--- src/rtl/cpu_pkg.sv ---
// cpu_pkg: shared pipeline encodings for interrupt sequencing and IF/ID injection
package cpu_pkg;
    typedef enum logic [1:0] {
        IDLE   = 2'd0,
        DRAIN  = 2'd1,
        INJECT = 2'd2,
        MASKED = 2'd3
    } int_state_t;
    localparam logic [3:0]  REG_NONE = 4'hF;
    localparam logic [15:0] OP_NOP   = 16'h0800;
    localparam logic [15:0] OP_INT0  = 16'hF800;
    function automatic logic reg_hit(input logic used, input logic [3:0] src, input logic [3:0] dst);
        return used && dst != REG_NONE && src == dst;
    endfunction
endpackage

--- src/rtl/pipe_hazard_ctrl_int_seq.sv ---
// int_seq: interrupt entry FSM and EPC register (built only with PIPE_CTRL_INT_EN)
module int_seq
    import cpu_pkg::*;
(
    input  logic        CLK,
    input  logic        RST,
    input  logic        int_req_i,
    input  logic        reti_i,
    input  logic        busy_i,
    input  logic [15:0] if_pc_i,
    output logic        inject_o,
    output logic [15:0] epc_o
);
    int_state_t state, next;

    always_ff @(posedge CLK) begin
        if (RST) begin
            state <= IDLE;
            epc_o <= '0;
        end else begin
            state <= next;
            if (state == DRAIN && !busy_i) epc_o <= if_pc_i;
        end
    end

    always_comb begin
        next = state;
        case (state)
            IDLE:    next = int_req_i ? DRAIN : IDLE;
            DRAIN:   next = busy_i ? DRAIN : INJECT;
            INJECT:  next = MASKED;
            MASKED:  next = reti_i ? IDLE : MASKED;
            default: next = IDLE;
        endcase
    end

    assign inject_o = state == INJECT;
endmodule

--- src/rtl/pipe_hazard_ctrl.sv ---
// pipe_hazard_ctrl: stall/flush generation for PC, IF/ID, ID/EX plus SRAM freeze.
// Interrupt entry (FSM, EPC, INT 0 injection) is built only when PIPE_CTRL_INT_EN is defined.
module pipe_hazard_ctrl
    import cpu_pkg::*;
#(
    parameter int SRAM_WAIT = 1
) (
    input  logic        CLK,
    input  logic        RST,
    input  logic        ex_memread_i,
    input  logic [3:0]  ex_rd_i,
    input  logic [3:0]  id_rs_i,
    input  logic [3:0]  id_rt_i,
    input  logic        id_rs_used_i,
    input  logic        id_rt_used_i,
    input  logic        branch_taken_i,
    input  logic        mem_struct_i,
    input  logic        int_req_i,
    input  logic [15:0] if_pc_i,
    input  logic        reti_i,
    output logic        stall_pc_o,
    output logic        stall_if_o,
    output logic        flush_if_o,
    output logic        flush_id_o,
    output logic        stall_mem_o,
    output logic        isintzero_o,
    output logic [15:0] epc_o,
    output logic        int_ack_o
);
    logic [2:0] wcnt;
    logic       waiting, st, lu, busy, inject;

    assign waiting = wcnt != 3'd0;
    assign st      = mem_struct_i && !waiting;
    assign lu      = ex_memread_i && (reg_hit(id_rs_used_i, id_rs_i, ex_rd_i) || reg_hit(id_rt_used_i, id_rt_i, ex_rd_i));
    assign busy    = waiting || branch_taken_i || st || lu;

    always_ff @(posedge CLK) begin
        if (RST) wcnt <= '0;
        else if (waiting) wcnt <= wcnt - 3'd1;
        else if (mem_struct_i) wcnt <= 3'(SRAM_WAIT);
    end

    // Wait freeze beats branch; branch beats structural/load-use; injection only adds a PC hold.
    always_comb begin
        stall_pc_o  = 1'b0;
        stall_if_o  = 1'b0;
        flush_if_o  = 1'b0;
        flush_id_o  = 1'b0;
        stall_mem_o = 1'b0;
        if (!RST) begin
            if (waiting) begin
                stall_pc_o  = 1'b1;
                stall_if_o  = 1'b1;
                stall_mem_o = 1'b1;
            end else if (branch_taken_i) begin
                flush_if_o = 1'b1;
                flush_id_o = 1'b1;
            end else begin
                stall_pc_o = st || lu || inject;
                stall_if_o = lu;
                flush_if_o = st;
                flush_id_o = lu;
            end
        end
    end

`ifdef PIPE_CTRL_INT_EN
    int_seq u_int_seq (
        .CLK      (CLK),
        .RST      (RST),
        .int_req_i(int_req_i),
        .reti_i   (reti_i),
        .busy_i   (busy),
        .if_pc_i  (if_pc_i),
        .inject_o (inject),
        .epc_o    (epc_o)
    );
`else
    logic unused_int;
    assign unused_int = ^{int_req_i, reti_i, if_pc_i, busy};
    assign inject     = 1'b0;
    assign epc_o      = '0;
`endif

    assign isintzero_o = inject && !RST;
    assign int_ack_o   = inject && !RST;
endmodule
--- config.mk ---
export PLATFORM = sky130hd
export DESIGN_NAME = pipe_hazard_ctrl
export DESIGN_NICKNAME = d
export VERILOG_FILES = /design/src/rtl/cpu_pkg.sv /design/src/rtl/pipe_hazard_ctrl_int_seq.sv /design/src/rtl/pipe_hazard_ctrl.sv
export SDC_FILE = /design/constraint.sdc
export NUM_CORES = 1
export LEC_CHECK = 0
export BUFFER_PORTS_ARGS = -buffer_cell sky130_fd_sc_hd__buf_4
export CAP_MARGIN = 20
export CORE_UTILIZATION = 32
export DETAILED_ROUTE_END_ITERATION = 7
export GPL_TIMING_DRIVEN = 1
export PLACE_DENSITY = 0.89
export SLEW_MARGIN = 0
export SYNTH_ARGS = -nofsm -noshare
export SYNTH_HDL_FRONTEND = slang
export SYNTH_SLANG_ARGS = --single-unit
export TNS_END_PERCENT = 50
--- constraint.sdc ---
create_clock -name CLK -period 4.45 [get_ports CLK]
set_clock_uncertainty 0.2 [all_clocks]
set_input_delay 0.6675 -clock CLK [delete_from_list [all_inputs] [get_ports CLK]]
set_output_delay 0.6675 -clock CLK [all_outputs]
set_load 0.01 [all_outputs]
* After elaboration in Yosys (flattened, before gate mapping)
Index checks and enable logic that the tools add are counted.
** Storage, ports and cells
- Register bits :: 3
- Bits of input ports :: 37
- Output and inout port bits :: 23
- Word-level logic and storage cells :: 32
** Cells by class
- $add $sub $neg :: 1
- Equality and inequality tests :: 3
- Multiplexer cells :: 16
- Reductions and logical operators :: 11
** Operators with widths (number)
- two-way mux 1 bit :: 14
- equality test 4 bit :: 2
- logical AND 1 bit :: 6
- two-way mux 3 bit :: 2
- inequality test 4 bit, second input constant :: 1
- nonzero test 3 bit :: 1
- subtractor 3 x 1 -> 3 bit, second input constant :: 1
- logical OR 1 bit :: 2
- nonzero test 2 bit :: 1
- logical NOT 1 bit :: 1

* Depth between registers and ports, before layout
- Depth after elaboration :: 9
- Gate-level depth with buffers :: 6
- Gate-level depth less buffers :: 6

* Least setup slack after synthesis
No wires, ideal clock.
- Path kind :: input to output
- Start point :: input ex_rd_i[0]
- End point :: output stall_pc_o
- Data arrival time :: 1461 ps
- Required time :: 3582 ps
- Path slack :: 2121 ps
- Cell stages on the path :: 4
- Buffers on the path :: 0
- Cells stage by stage :: xor2_1 nor4_1 nor2_1 a221oi_2
** Between the ends
- Word-level cells in the longest chain between the ends :: 9
- Elaborated cells on any way between the ends :: 13
- Classes of those cells :: eq/ne: 3; mux: 3; reduce/logical: 7
** Ends and longest elaborated chain
- from (decl) :: line pipe_hazard_ctrl.sv:11 : input logic [3:0] ex_rd_i,
- inequality test 4 bit :: line cpu_pkg.sv:13 : return used && dst != REG_NONE && src == dst;
- logical AND 1 bit (2 in series) :: line cpu_pkg.sv:13
- logical OR 1 bit * :: line pipe_hazard_ctrl.sv:35 : assign lu = ex_memread_i && (reg_hit(id_rs_used_i, id_rs_i, ex_rd_i) || reg_hit(id_rt_used_i, id_rt_i, ex_rd_i ...
- logical AND 1 bit * :: line pipe_hazard_ctrl.sv:35
- logical OR 1 bit * :: line pipe_hazard_ctrl.sv:60 : stall_pc_o = st || lu || inject;
- two-way mux 1 bit * :: line pipe_hazard_ctrl.sv:56 : end else if (branch_taken_i) begin
- two-way mux 1 bit * :: line pipe_hazard_ctrl.sv:52 : if (waiting) begin
- two-way mux 1 bit * :: line pipe_hazard_ctrl.sv:51 : if (!RST) begin
- to (decl) :: line pipe_hazard_ctrl.sv:21 : output logic stall_pc_o,
Mark *: on every way between the ends. The rest lies on a longest branch, timed or not.

* Final worst setup path
- Start point :: input ex_rd_i[1]
- End point :: output stall_pc_o
The elaborated chain is that of the path after synthesis.

==> metrics.yaml <==
sta:
  hold_ws_ns: 0.299
  hold_viol: 0
  drv_slew: 0
  setup_tns_ns: 0
  fin_ws_ns: 1.83
  finalCritPeriodShare: 0.589
  max_freq_mhz: 382
  rsz0062_at_grt: "no"
  setup_viol: 0
  fin_crit_ns: 2.62
setup_path:
  critPathTopFamily: "simple AND/OR/NAND/NOR gates"
  worstPathMaxFanout: 3
  crit_path_end_kind: "output pin"
  cpMostUsedCell: "buf_4"
  path_buf_inv: 2
  critPathLaunchType: "input pin"
  r2r_start: "wcnt[0]"
  max_stage_delay_ns: 0.22
  crit_type: "in -> out"
  crit_required_ns: 3.58
  cp_cell_sequence: "buf_4 > xnor2_1 > nand4_1 > nor4_1 > nor2_1 > a221oi_2 > buf_4"
  crit_start: "ex_rd_i[1]"
  arrival_ns: 1.75
  slowest_stage: "a221oi_2"
clock_tree:
  cts_root_buffer: "clkbuf_4"
  cts_sinks: 3
  post_cts_buffers: 0
  cts_buffers: 3
  clk_pin_slew_ns: 0.04
  post_cts_resized: 0
  postCtsHoldBufs: 0
  clock_latency_ns: 0.23
  cts_tree: "yes"
  cts_max_level: 1
  clockBufferDepth: 2
synth:
  yosysWarningCount: 0
  synth-xor-area-share: 0.155
  muxShareOfSynthArea: 0.0222
  yosys.area_share.simple: 0.211
  avgSynthCellArea_um2: 7.66
  synth_seq_cells: 3
  synth_top_family_by_area: "buffers and inverters"
  yosysSeqAreaShare: 0.133
  synth_fa_ha_area_frac: 0.0554
  synth_compound_area_frac: 0.0914
  synth_area_um2: 452
  synthDistinctLibCells: 19
  synthCells: 59
run_status:
  status: "complete, no violations"
final_layout:
  design_area_um2: 598
  final_common_cell: "buf_4"
  num-fill-cells: 137
  drive_above_1_share: 0.341
  top_register: "wcnt"
  nets: 125
  reg.largest.list: "wcnt: 3 flops"
  areaGrowthSynthToFinish_pct: 32.4
  largest_reg_flops: 3
  final_cell_mix: "buf_4 (23), conb_1 (18), nor2_1 (8)"
  antenna_cells: 0
route:
  vias_per_cell: 4.08
  wl_per_cell_um: 8.14
  wirelength_um: 814
  met1_length_um: 311
  highest_layer: "met3"
  vias: 408
  wl_met2_um: 435
  dr.pass1.iters: 2
  antenna_left: 0
  drtIter0Drc: 4
  met3WireLength_um: 67
  post-route-drc-count: 0
pwr:
  peakVddDrop_uv: 104
  combPwrFrac: 0.398
  power.density_nw_per_um2: 209
  leakage_nw: 0.315
  share_clk_of_total_power: 0.368
  p_int_w: 0.0000862
  p_sw_w: 0.0000386
  switching_share: 0.309
  power.share.sequential: 0.234
global_route:
  grt_pass1_wl_um: 1060
  track_usage: 0.101
  overflow: 0
  antenna_found_initial: 0
  grt_max_degree: 9
  grt_pass1_vias: 297
floorplanning:
  fp.dieArea_um2: 1570
  rows: 13
  die_w_um: 39.6
  core-area_um2: 1300
  start_util: 0.347
  die_y_um: 39.6
  ios: 60
min_path:
  hold_class: "reg -> reg"
  hp-start: "wcnt[1]"
place:
  gp_congestion: 0.545
  place_hpwl_um: 706
  place_ws_ns: 1.82
  post_dp_cell_area_um2: 572
  numPortBuffers: 23
run:
  max-cap-violations: 0
==> worst min-delay path: cells and delay by family (launching register included) <==
family | cells | cell delay (ns)
DFF | 1 | 0.31
AOI/OAI and AO/OA | 2 | 0.14
==> per-stage QoR <==
stage / instances / total power (W) / util
final: 100 / 0.000125 / 0.460
after global routing: 100 / 0.000136 / 0.460
after CTS: 100 / 0.000128 / 0.460
after detailed placement: 96 / 0.0000796 / 0.439
after global placement: 96 / 0.0000784 / 0.439
after floorplan: 76 / 0.0000675 / -
==> cell type report <==
| class | instances | area [µm²] | area share |
|---|---|---|---|
| clock buffer | 4 | 26.3 | 0.0439 |
| multi-input combinational | 52 | 309 | 0.517 |
| sequential | 3 | 60.1 | 0.100 |
| tap | 15 | 18.8 | 0.0314 |
| timing repair buffer | 23 | 173 | 0.289 |
| inverter | 3 | 11.3 | 0.0188 |
==> cell families after synthesis <==
family	Yosys count
adder cells (fa/ha/maj)	2
flip-flops	3
XOR/XNOR	8
AND/OR/NAND/NOR	17
AO/OA/AOI/OAI	6
buffers and inverters	21
other	1
multiplexers	1
==> synthesized netlist by cell type <==
cell type	n	share of area
o22ai_1	1	0.014
nor2_1	8	0.066
xnor2_1	2	0.039
conb_1	1	0.0083
dfxtp_1	3	0.13
buf_4	18	0.30
nand4_1	3	0.042
nand2b_1	1	0.014
o21ai_0	1	0.011
inv_1	3	0.025
mux2i_1	1	0.022
nor4_1	2	0.028
ha_1	2	0.055
xor2_1	6	0.12
a221oi_2	1	0.033
nor2b_4	1	0.030
a21oi_1	3	0.033
or4_1	1	0.017
or2_2	1	0.014
==> final timing paths <==
path / endpoint / slack [ns] / cells past startpoint
worst min-delay path: wcnt[1] / 0.30 / 2
worst max-delay path: stall_pc_o / 1.83 / 7
worst min register to register: wcnt[1] / 0.30 / 2
worst max register to register: wcnt[1] / 2.78 / 5
==> metal layers <==
metal,GRT usage,vias to the layer above
met1,0.108,178
met4,0.0776,0
met2,0.168,18
li1,-,212
met3,0.0227,0
met5,0,-
==> power by group through the flow <==
stage / clock network, W / registers [W] / logic, W
global placement: 0 / 0.0000296 / 0.0000488
CTS: 0.0000484 / 0.0000292 / 0.0000500
detailed placement: 0 / 0.0000296 / 0.0000499
global route: 0.0000514 / 0.0000294 / 0.0000547
floorplan: 0 / 0.0000295 / 0.0000380
finish: 0.0000459 / 0.0000292 / 0.0000497
(Power assumes the default switching activity.)
